File: config.mk
export PLATFORM = sky130hd
export DESIGN_NAME = prsnt_db_scheduler
export DESIGN_NICKNAME = d
export VERILOG_FILES = /design/src/rtl/prsnt_db_pkg.sv /design/src/rtl/prsnt_db_cnt_upd.sv /design/src/rtl/prsnt_db_scheduler.sv
export SDC_FILE = /design/constraint.sdc
export NUM_CORES = 1
export LEC_CHECK = 0
export CAP_MARGIN = 20
export CORE_MARGIN = 2
export CORE_UTILIZATION = 45
export DETAILED_ROUTE_END_ITERATION = 8
export HOLD_SLACK_MARGIN = 0.1
export PLACE_DENSITY = 0.61
export SYNTH_ARGS = -nofsm -noshare
export SYNTH_HDL_FRONTEND = slang
export SYNTH_HIERARCHICAL = 1
export SYNTH_SLANG_ARGS = --single-unit
File: constraint.sdc
create_clock -name iCLK -period 7.99 [get_ports iCLK]
set_clock_uncertainty 0.1 [all_clocks]
set_input_delay 1.598 -clock iCLK [delete_from_list [all_inputs] [get_ports iCLK]]
set_output_delay 1.598 -clock iCLK [all_outputs]
set_load 0.1 [all_outputs]
File: src/rtl/prsnt_db_pkg.sv
// Shared types and constants for the presence-input debounce scheduler.
package prsnt_db_pkg;

    localparam int N_CH_DEF = 8;
    localparam int CW_DEF   = 16;

    typedef enum logic {
        ST_IDLE = 1'b0,
        ST_SCAN = 1'b1
    } state_e;

    // Index width; never below 1 so a single-channel build still has an index register.
    function automatic int clog2(input int n);
        int w;
        w = 1;
        while ((1 << w) < n) w++;
        return w;
    endfunction

endpackage

File: src/rtl/prsnt_db_cnt_upd.sv
// Shared per-channel debounce step, evaluated only on the channel visited this cycle.
module prsnt_db_cnt_upd
    import prsnt_db_pkg::*;
#(
    parameter int CW = CW_DEF
) (
    input  logic          in_i,
    input  logic          out_i,
    input  logic [CW-1:0] cnt_i,
    input  logic [CW-1:0] dly_i,
    input  logic          mask_i,
    output logic          out_o,
    output logic [CW-1:0] cnt_o,
    output logic          evt_set_o
);

    logic [CW:0] cnt_inc;

    assign cnt_inc = {1'b0, cnt_i} + {{CW{1'b0}}, 1'b1};

    always_comb begin
        out_o     = out_i;
        cnt_o     = cnt_i;
        evt_set_o = 1'b0;
        if (mask_i || (dly_i == '0) || (in_i == out_i)) begin
            cnt_o = '0;
        end else if (cnt_inc >= {1'b0, dly_i}) begin
            out_o     = in_i;
            cnt_o     = '0;
            evt_set_o = 1'b1;
        end else begin
            cnt_o = cnt_inc[CW] ? {CW{1'b1}} : cnt_inc[CW-1:0];
        end
    end

endmodule

File: src/rtl/prsnt_db_scheduler.sv
// Round-robin debounce of N_CH presence inputs sharing one tick base and one compare path.
//   state   | meaning
//   ST_IDLE | waiting for iTick or a pending tick
//   ST_SCAN | visiting channel idx_q, one per cycle
module prsnt_db_scheduler
    import prsnt_db_pkg::*;
#(
    parameter int              N_CH    = N_CH_DEF,
    parameter int              CW      = CW_DEF,
    parameter logic [N_CH-1:0] RST_VAL = '0
) (
    input  logic            iCLK,
    input  logic            iRst_n,
    input  logic            iTick,
    input  logic [CW-1:0]   iDly_time,
    input  logic [N_CH-1:0] iPrsnt_in,
    input  logic [N_CH-1:0] iMask,
    input  logic [N_CH-1:0] iEvt_clr,
    output logic [N_CH-1:0] oPrsnt_out,
    output logic [N_CH-1:0] oChg_evt,
    output logic            oIrq,
    output logic            oOvr,
    output logic            oBusy
);

    localparam int            IW       = clog2(N_CH);
    localparam logic [IW-1:0] LAST_IDX = IW'(N_CH - 1);

    state_e          state_q, state_d;
    logic [IW-1:0]   idx_q, idx_d;
    logic [CW-1:0]   dly_q, dly_d;
    logic            tick_pend_q, tick_pend_d;
    logic            ovr_q, ovr_d;
    logic [N_CH-1:0] out_q, out_d;
    logic [N_CH-1:0] evt_q, evt_d, evt_set;
    logic            irq_q;
    logic [CW-1:0]   cnt_q [N_CH];
    logic [CW-1:0]   cnt_d [N_CH];

    logic            bypass;
    logic            upd_out, upd_evt;
    logic [CW-1:0]   upd_cnt;

    assign bypass = (iDly_time == '0);

    always_comb begin : fsm_next
        state_d     = state_q;
        idx_d       = idx_q;
        dly_d       = dly_q;
        tick_pend_d = tick_pend_q;
        ovr_d       = ovr_q;
        case (state_q)
            ST_IDLE: begin
                if (iTick || tick_pend_q) begin
                    state_d     = ST_SCAN;
                    idx_d       = '0;
                    dly_d       = iDly_time;
                    tick_pend_d = 1'b0;
                end
            end
            ST_SCAN: begin
                if (iTick) begin
                    if (tick_pend_q) ovr_d = 1'b1;
                    else             tick_pend_d = 1'b1;
                end
                if (idx_q == LAST_IDX) begin
                    idx_d = '0;
                    // A tick absorbed during this scan starts the next one back-to-back.
                    if (tick_pend_q) begin
                        dly_d       = iDly_time;
                        tick_pend_d = 1'b0;
                    end else begin
                        state_d = ST_IDLE;
                    end
                end else begin
                    idx_d = idx_q + IW'(1);
                end
            end
            default: state_d = ST_IDLE;
        endcase
    end

    prsnt_db_cnt_upd #(.CW(CW)) u_cnt_upd (
        .in_i      (iPrsnt_in[idx_q]),
        .out_i     (out_q[idx_q]),
        .cnt_i     (cnt_q[idx_q]),
        .dly_i     (dly_q),
        .mask_i    (iMask[idx_q]),
        .out_o     (upd_out),
        .cnt_o     (upd_cnt),
        .evt_set_o (upd_evt)
    );

    always_comb begin : datapath
        out_d   = out_q;
        evt_set = '0;
        for (int i = 0; i < N_CH; i++) cnt_d[i] = cnt_q[i];
        if (bypass) begin
            out_d   = (out_q & iMask) | (iPrsnt_in & ~iMask);
            evt_set = out_d ^ out_q;
            for (int i = 0; i < N_CH; i++) cnt_d[i] = '0;
        end else begin
            if (state_q == ST_SCAN) begin
                out_d[idx_q]   = upd_out;
                cnt_d[idx_q]   = upd_cnt;
                evt_set[idx_q] = upd_evt;
            end
            for (int i = 0; i < N_CH; i++) begin
                if (iMask[i]) cnt_d[i] = '0;
            end
        end
        evt_d = (evt_q & ~iEvt_clr) | evt_set;
    end

    always_ff @(posedge iCLK or negedge iRst_n) begin
        if (!iRst_n) begin
            state_q     <= ST_IDLE;
            idx_q       <= '0;
            dly_q       <= '0;
            tick_pend_q <= 1'b0;
            ovr_q       <= 1'b0;
            out_q       <= RST_VAL;
            evt_q       <= '0;
            irq_q       <= 1'b0;
            for (int i = 0; i < N_CH; i++) cnt_q[i] <= '0;
        end else begin
            state_q     <= state_d;
            idx_q       <= idx_d;
            dly_q       <= dly_d;
            tick_pend_q <= tick_pend_d;
            ovr_q       <= ovr_d;
            out_q       <= out_d;
            evt_q       <= evt_d;
            irq_q       <= |evt_d;
            for (int i = 0; i < N_CH; i++) cnt_q[i] <= cnt_d[i];
        end
    end

    assign oPrsnt_out = out_q;
    assign oChg_evt   = evt_q;
    assign oIrq       = irq_q;
    assign oOvr       = ovr_q;
    assign oBusy      = (state_q == ST_SCAN);

endmodule
==> flow_summary.json <==
{
  "status": "completed",
  "initial_utilization_pct": 45.8,
  "io_pins": 62,
  "port_buffers": 61,
  "hold_viol": 0,
  "rsz0062_at_grt": "false",
  "drv_slew": 0,
  "async_reset_ff_share_pct": 100,
  "synth_edf_count": 0,
  "grt_pass1_wl_mm": 43.4,
  "ir_drop_uv": 160,
  "dpl.hpwl_mm": 18.2,
  "post-route-util_pct": 52.5,
  "row_count": 51,
  "hold_class": "reg2reg",
  "vias_per_cell": 5.91,
  "area_delta_synth_final_pct": 14.5,
  "root_buffer": "clkbuf_16",
  "fmax_mhz": 167,
  "grt_use_total_pct": 27.7,
  "die_w_um": 145,
  "synth_cells": 1031,
  "synthTopCellsByArea": "dfrtp_1 47%, nand2_1 12%, a21oi_1 8.1%, a22oi_1 6.4%, ha_1 2.7%",
  "antenna_cells": 0,
  "worstMarginPinSlew_ns": 1.00,
  "insertion_delay_ns": 0.43,
  "drtPass1Iterations": 6,
  "die_area_mm2": 0.0209,
  "setup_tns_ns": 0,
  "hold_buffers": 0,
  "first_iter_violations": 732,
  "cts_resized": 0,
  "gp_congestion": 0.914,
  "yosysWarningCount": 6,
  "crit_required_ns": 8.23,
  "final_layout_size_suffix_gt1_share_pct": 8.46,
  "p_leak_nw": 4.22,
  "cts.htree.levels": 4,
  "overflow": 0,
  "clkTransAtPathRegs_ns": 0.07,
  "synth_nets": 1093,
  "critical_path.max_fanout": 20,
  "finalSetupViolations": 0,
  "relSlewSlack_pct": 32.9,
  "drv_cap": 0,
  "drc": 0,
  "core_area_mm2": 0.0194,
  "ys_ff_latch": 167,
  "endpoint_kind": "flop",
  "ys_types": 55,
  "period_needed_ns": 5.98,
  "finalCritPeriodShare_pct": 74.8,
  "cts_made_buffers": 17,
  "antenna_found_initial": 0,
  "final_nets": 1101,
  "clock_path_buffers": 2,
  "yosysMostFrequentCell": "nand2_1",
  "synth_common_cells": "282 x nand2_1, 167 x dfrtp_1, 144 x a21oi_1",
  "grt_pass1_vias": 7616,
  "num_vias": 7790,
  "ys_seq_area_share_pct": 47.0,
  "syn_area_per_cell_um2": 8.62,
  "cts_tree": "yes",
  "clkSinkCount": 167,
  "post_drt_wl_per_cell_um": 20.9,
  "start_kind": "flop",
  "die_h_um": 145,
  "ant_nets": 0,
  "routed_wirelength_mm": 27.6,
  "grt_max_degree": 80,
  "netlist.area_leader.share_pct": 47.0,
  "syn-cell-area_mm2": 0.00888,
  "power_density_mw_per_mm2": 291,
  "post_cts_buffers": 0,
  "arrival_ns": 6.22,
  "ys.flop_type": "dfrtp_1",
  "yosysTopAreaCell": "dfrtp_1",
  "critical_path_class": "reg2reg"
}
critical path, cell delays in order (launching register included):
cell       delay, ns
dfrtp_1         0.65
and3_1          0.84
a22oi_1         0.21
nand4_1         0.27
ha_1            0.25
nand4_1         0.23
nor2_2          0.28
nand2_1         0.10
xor2_1          0.23
inv_1           0.07
ha_1            0.29
nand4_1         0.12
nor4_1          0.07
a221oi_1        0.30
o2111ai_1       0.18
or2_1           0.55
a211oi_1        0.84
nand2_1         0.13
a21oi_1         0.16
registers in the layout, summed over array words and instances (netlist names):
name and flops:
oOvr 1, cnt_q 128, oBusy 1, oPrsnt_out 8
tick_pend_q 1, idx_q 3, dly_q 16, oIrq 1
oChg_evt 8
area by class of cell:
| type | count | area [um2] |
|---|---|---|
| flip-flops and latches | 167 | 4180 |
| clock inverters | 11 | 148 |
| repair buffers | 74 | 709 |
| multi-input cells | 744 | 4220 |
| inverters | 35 | 131 |
| clock buffers | 21 | 460 |
| fillers | 1891 | 9220 |
| well taps | 265 | 332 |
report_power, final:
part | leakage (nW) | switching [mW] | internal [mW]
sequential | 2.27 | 0.108 | 0.927
combinational | 1.66 | 0.781 | 0.278
clock | 0.286 | 0.355 | 0.509
total | 4.22 | 1.24 | 1.71
cells in the final DEF (no fill, tap or decap), types with 8 or more instances in the layout:
master	netlist	final
xnor2_1	18	18
a21oi_2	11	11
mux2_2	17	17
inv_1	34	34
nand2_1	282	282
a22oi_1	76	76
o21ai_0	10	10
nor2_1	23	23
nand3_1	11	11
clkbuf_16	0	17
clkdlybuf4s50_1	0	60
nor4_1	9	9
dfrtp_1	167	167
buf_4	10	13
ha_1	19	19
nand2b_1	9	9
nand4_1	32	32
a21o_1	8	8
a21oi_1	144	144
cell families (layout without fill, tap and decap cells):
| group | count (synthesis) | in the layout | share of synthesized area [%] |
|---|---|---|---|
| AO/OA/AOI/OAI | 273 | 273 | 19.1 |
| XOR/XNOR | 23 | 23 | 2.27 |
| adder cells (fa/ha/maj) | 19 | 19 | 2.68 |
| buffers and inverters | 120 | 141 | 6.01 |
| flip-flops | 167 | 167 | 47.0 |
| multiplexers | 19 | 19 | 2.38 |
| AND/OR/NAND/NOR | 410 | 410 | 20.6 |
stage by stage:
| step | total power [mW] | worst slack, ns | hold WS [ns] | cells | area [um2] |
|---|---|---|---|---|---|
| 2_1_floorplan | 1.78 | 2.95 | 0.401 | 1031 | 8880 |
| 3_5_place_dp | 2.10 | 2.10 | 0.369 | 1285 | 9570 |
| 3_3_place_gp | 2.09 | 2.25 | 0.362 | 1285 | 9570 |
| 5_1_grt | 3.11 | 1.45 | 0.409 | 1317 | 10200 |
| 6_report | 2.96 | 2.01 | 0.384 | 1317 | 10200 |
| 4_1_cts | 2.96 | 2.04 | 0.385 | 1317 | 10200 |
routing by layer:
metal,vias up,global-route usage (%),wire (um)
met4,0,11.4,1060
met5,-,0,0
met3,60,4.30,1690
li1,3582,-,-
met2,291,45.2,13100
met1,3857,37.0,11800
path summary, 6_finish.rpt:
check | startpoint | to | slack (ns) | cells past startpoint
min reg2reg | oOvr | oOvr | 0.38 | 1
max reg2reg | idx_q[0] | cnt_q[30] | 2.01 | 18
max in group asynchronous | iRst_n | cnt_q[73] | 5.49 | 2
min in group asynchronous | iRst_n | oOvr | 1.10 | 1
max | idx_q[0] | cnt_q[30] | 2.01 | 18
min | oOvr | oOvr | 0.38 | 1
Note: power is estimated with default switching activity, not from simulation.
==> RTL edit: new RTL, same flow settings <==
Make the reset (`iRst_n`) synchronous in one clocked block.
--- a/src/rtl/prsnt_db_scheduler.sv
+++ b/src/rtl/prsnt_db_scheduler.sv
@@ -112,7 +112,7 @@
         evt_d = (evt_q & ~iEvt_clr) | evt_set;
     end
 
-    always_ff @(posedge iCLK or negedge iRst_n) begin
+    always_ff @(posedge iCLK) begin
         if (!iRst_n) begin
             state_q     <= ST_IDLE;
             idx_q       <= '0;
Formal check against the unedited RTL: differs if iRst_n is asserted again (counterexample within 4 cycles, from zero or initial values and one cycle with iRst_n low); with iRst_n held inactive, the same outputs for 4 cycles.
==> RTL edit against the original RTL <==
  * Non-clock buffer count down 3
  * First-iteration DRC count down 5.9%
  * Worst setup slack better by 230 ps
  * Design area down 3.8%
  * Cell count down 1.4%
  * Sequential cell count up 3
  * Routed wire length down 13%
  * Critical endpoint is now cnt_q[5][14]$_SDFFE_PP0P_
  * Synthesized area down 3.1%
  * Largest cell class unchanged
Power is not compared: it rests on default switching activity, and its combinational part moved more than twofold at a synthesized area within 25%.
==> RTL edit: results (changes against the original RTL) <==
Power and ir drop
  – Total chip power: approximately 1900 uW
  – Peak supply drop: ~0.00013 V
  – Internal power summed over all cells: roughly 1400 uW
  – Clock network power share: 0.460
  – Power drawn by the sequential cells: between 800 and 900 uW
  – Static leakage power: around 0.0032 uW

Logic synthesis
  – Leading cell types by count after synthesis: sky130_fd_sc_hd__nand2_1 (314), sky130_fd_sc_hd__dfxtp_1 (170), sky130_fd_sc_hd__a21oi_1 (138)
  – Number of distinct library cell variants in the gate-level netlist after synthesis: 57 (+3.6%)
  – Area leader, netlist: sky130_fd_sc_hd__dfxtp_1
  – Share of synthesized registers carrying an async set or reset: 0 (-1.00)
  – Synth warn: 6 (unchanged)
  – Sequential fraction of the synthesis area: 0.395 (-0.0749)
  – Syn Nets: 1107 (+1.3%)
  – Largest cells by area after synthesis: sky130_fd_sc_hd__dfxtp_1 (40%), sky130_fd_sc_hd__nand2_1 (14%), sky130_fd_sc_hd__mux4_2 (8.4%), sky130_fd_sc_hd__a21oi_1 (8.0%), sky130_fd_sc_hd__ha_1 (2.8%)

Outcome
  – Status: finished clean

Timing
  – Count of final setup violators: 0 (unchanged)
  – Max Transition Viols Final: 0 (unchanged)
  – Transition at the pin with the smallest max-transition slack: 976 ps (-27.2 ps)

CTS
  – Clock network latency to the later pin of the worst-skew pair: 430 ps (about the same)
  – Clock transition at path regs: approximately 60 ps
  – Post-cts repair resize count: 0 (unchanged)
  – Maximum clock path buffer count: 2 (unchanged)
  – Root buf cell: sky130_fd_sc_hd__clkbuf_16
  – H-Tree Level Count: 4 (unchanged)
  – Number of setup buffers added after CTS: 0 (unchanged)
  – Number of clock buffers inserted by TritonCTS: 17 (unchanged)

GRT
  – Met3 capacity usage during global routing: 0.0370 (-0.00603)
  – Fraction of met2 tracks used by global routing: 0.403 (-0.0495)
  – Global-route wire length before repair: 38400 um (-12%)
  – Initial antenna violation count: 0 (unchanged)
  – Largest net degree at the start of global routing: 41 (-49%)
  – Total global-route track usage: 0.245 (-0.0324)
  – Vias in the first global route: 6972 (-8.5%)
  – Met1 Track Usage GR: 0.338 (-0.0316)

Placed design
  – Area after DPL: 9160 um2 (-4.3%)
  – RePlAce Congestion: 0.847 (-7.4%)
  – Port bufs: 61 (unchanged)
  – DPL Wire Length: 16400 um (-9.9%)

Min path
  – Path category of the worst min-delay check: reg -> reg

Cells and area
  – Final antenna diode count: 0 (unchanged)
  – Layout cells sized above 1: 0.116 (+0.0318)
  – Most flops, register: cnt_q
  – Largest registers: cnt_q x128, dly_q x16

Setup path
  – Biggest fanout along the worst timing path: 19 (-5.0%)
  – Highest cell delay on the worst timing path: 860 ps (+20 ps)
  – Slowest CP cell: sky130_fd_sc_hd__a211oi_1
  – Worst path arrival time: 6000 ps (-220 ps)

Route
  – Routed via count divided by cell count: 5.65 (-4.4%)
  – Antenna-violating nets left: 0 (unchanged)
  – Iteration-0 DRC Markers: 689 (-5.9%)
  – Iteration count of the initial detailed-routing pass: 5 (-1)
  – Wirelength per Cell: 18.6 um (-11%)
==> RTL edit: worst paths after layout <==
kind                                  from                         to  slack (ps)  depth (start not counted)
setup / recovery                      flop  cnt_q[5][14]$_SDFFE_PP0P_        2240                         18
hold / removal    cnt_q[3][6]$_SDFFE_PP0P_   cnt_q[3][6]$_SDFFE_PP0P_         350                          2
setup reg to reg                      flop  cnt_q[5][14]$_SDFFE_PP0P_        2240                         18
hold reg to reg   cnt_q[3][6]$_SDFFE_PP0P_   cnt_q[3][6]$_SDFFE_PP0P_         350                          2
==> RTL edit: cell families after synthesis <==
family | after synthesis | share of synthesized area
adders and majority gates | 19 | 0.0276
buffers and inverters | 121 | 0.0664
muxes | 54 | 0.112
and+or+nand+nor | 425 | 0.210
AOI/OAI and AO/OA | 233 | 0.165
DFF | 170 | 0.395
xor gates and xnor gates | 23 | 0.0234
==> RTL edit: cell type report <==
cell class	instances	area (um2)
fill	1807	8920
multi-input combinational	754	4640
sequential	170	3410
timing repair buffer	71	693
clock buffer	20	457
tap	234	293
clock inverter	12	161
inverter	38	143
==> RTL edit: stage by stage <==
stage | cells | worst slack (ps)
finish | 1299 | 2240
global route | 1299 | 1660
CTS | 1298 | 2270
detailed placement | 1266 | 2290
global placement | 1265 | 2410
floorplan | 1045 | 3650
==> RTL edit: metal layers <==
metal | vias up | routed length (um) | share of wire
met5 | - | 0 | 0
met1 | 3494 | 10800 | 0.45
met2 | 242 | 11400 | 0.47
li1 | 3588 | - | -
met3 | 21 | 1650 | 0.068
met4 | 0 | 268 | 0.011
==> RTL edit: critical path: cells and delay by family (launching register included) <==
kind                       cells  cell delay, ps
AOI/OAI and AO/OA              4            1510
and+or+nand+nor                6            1180
muxes                          2             900
DFF                            1             600
buffers and inverters          3             570
adders and majority gates      2             540
xor gates and xnor gates       1             260
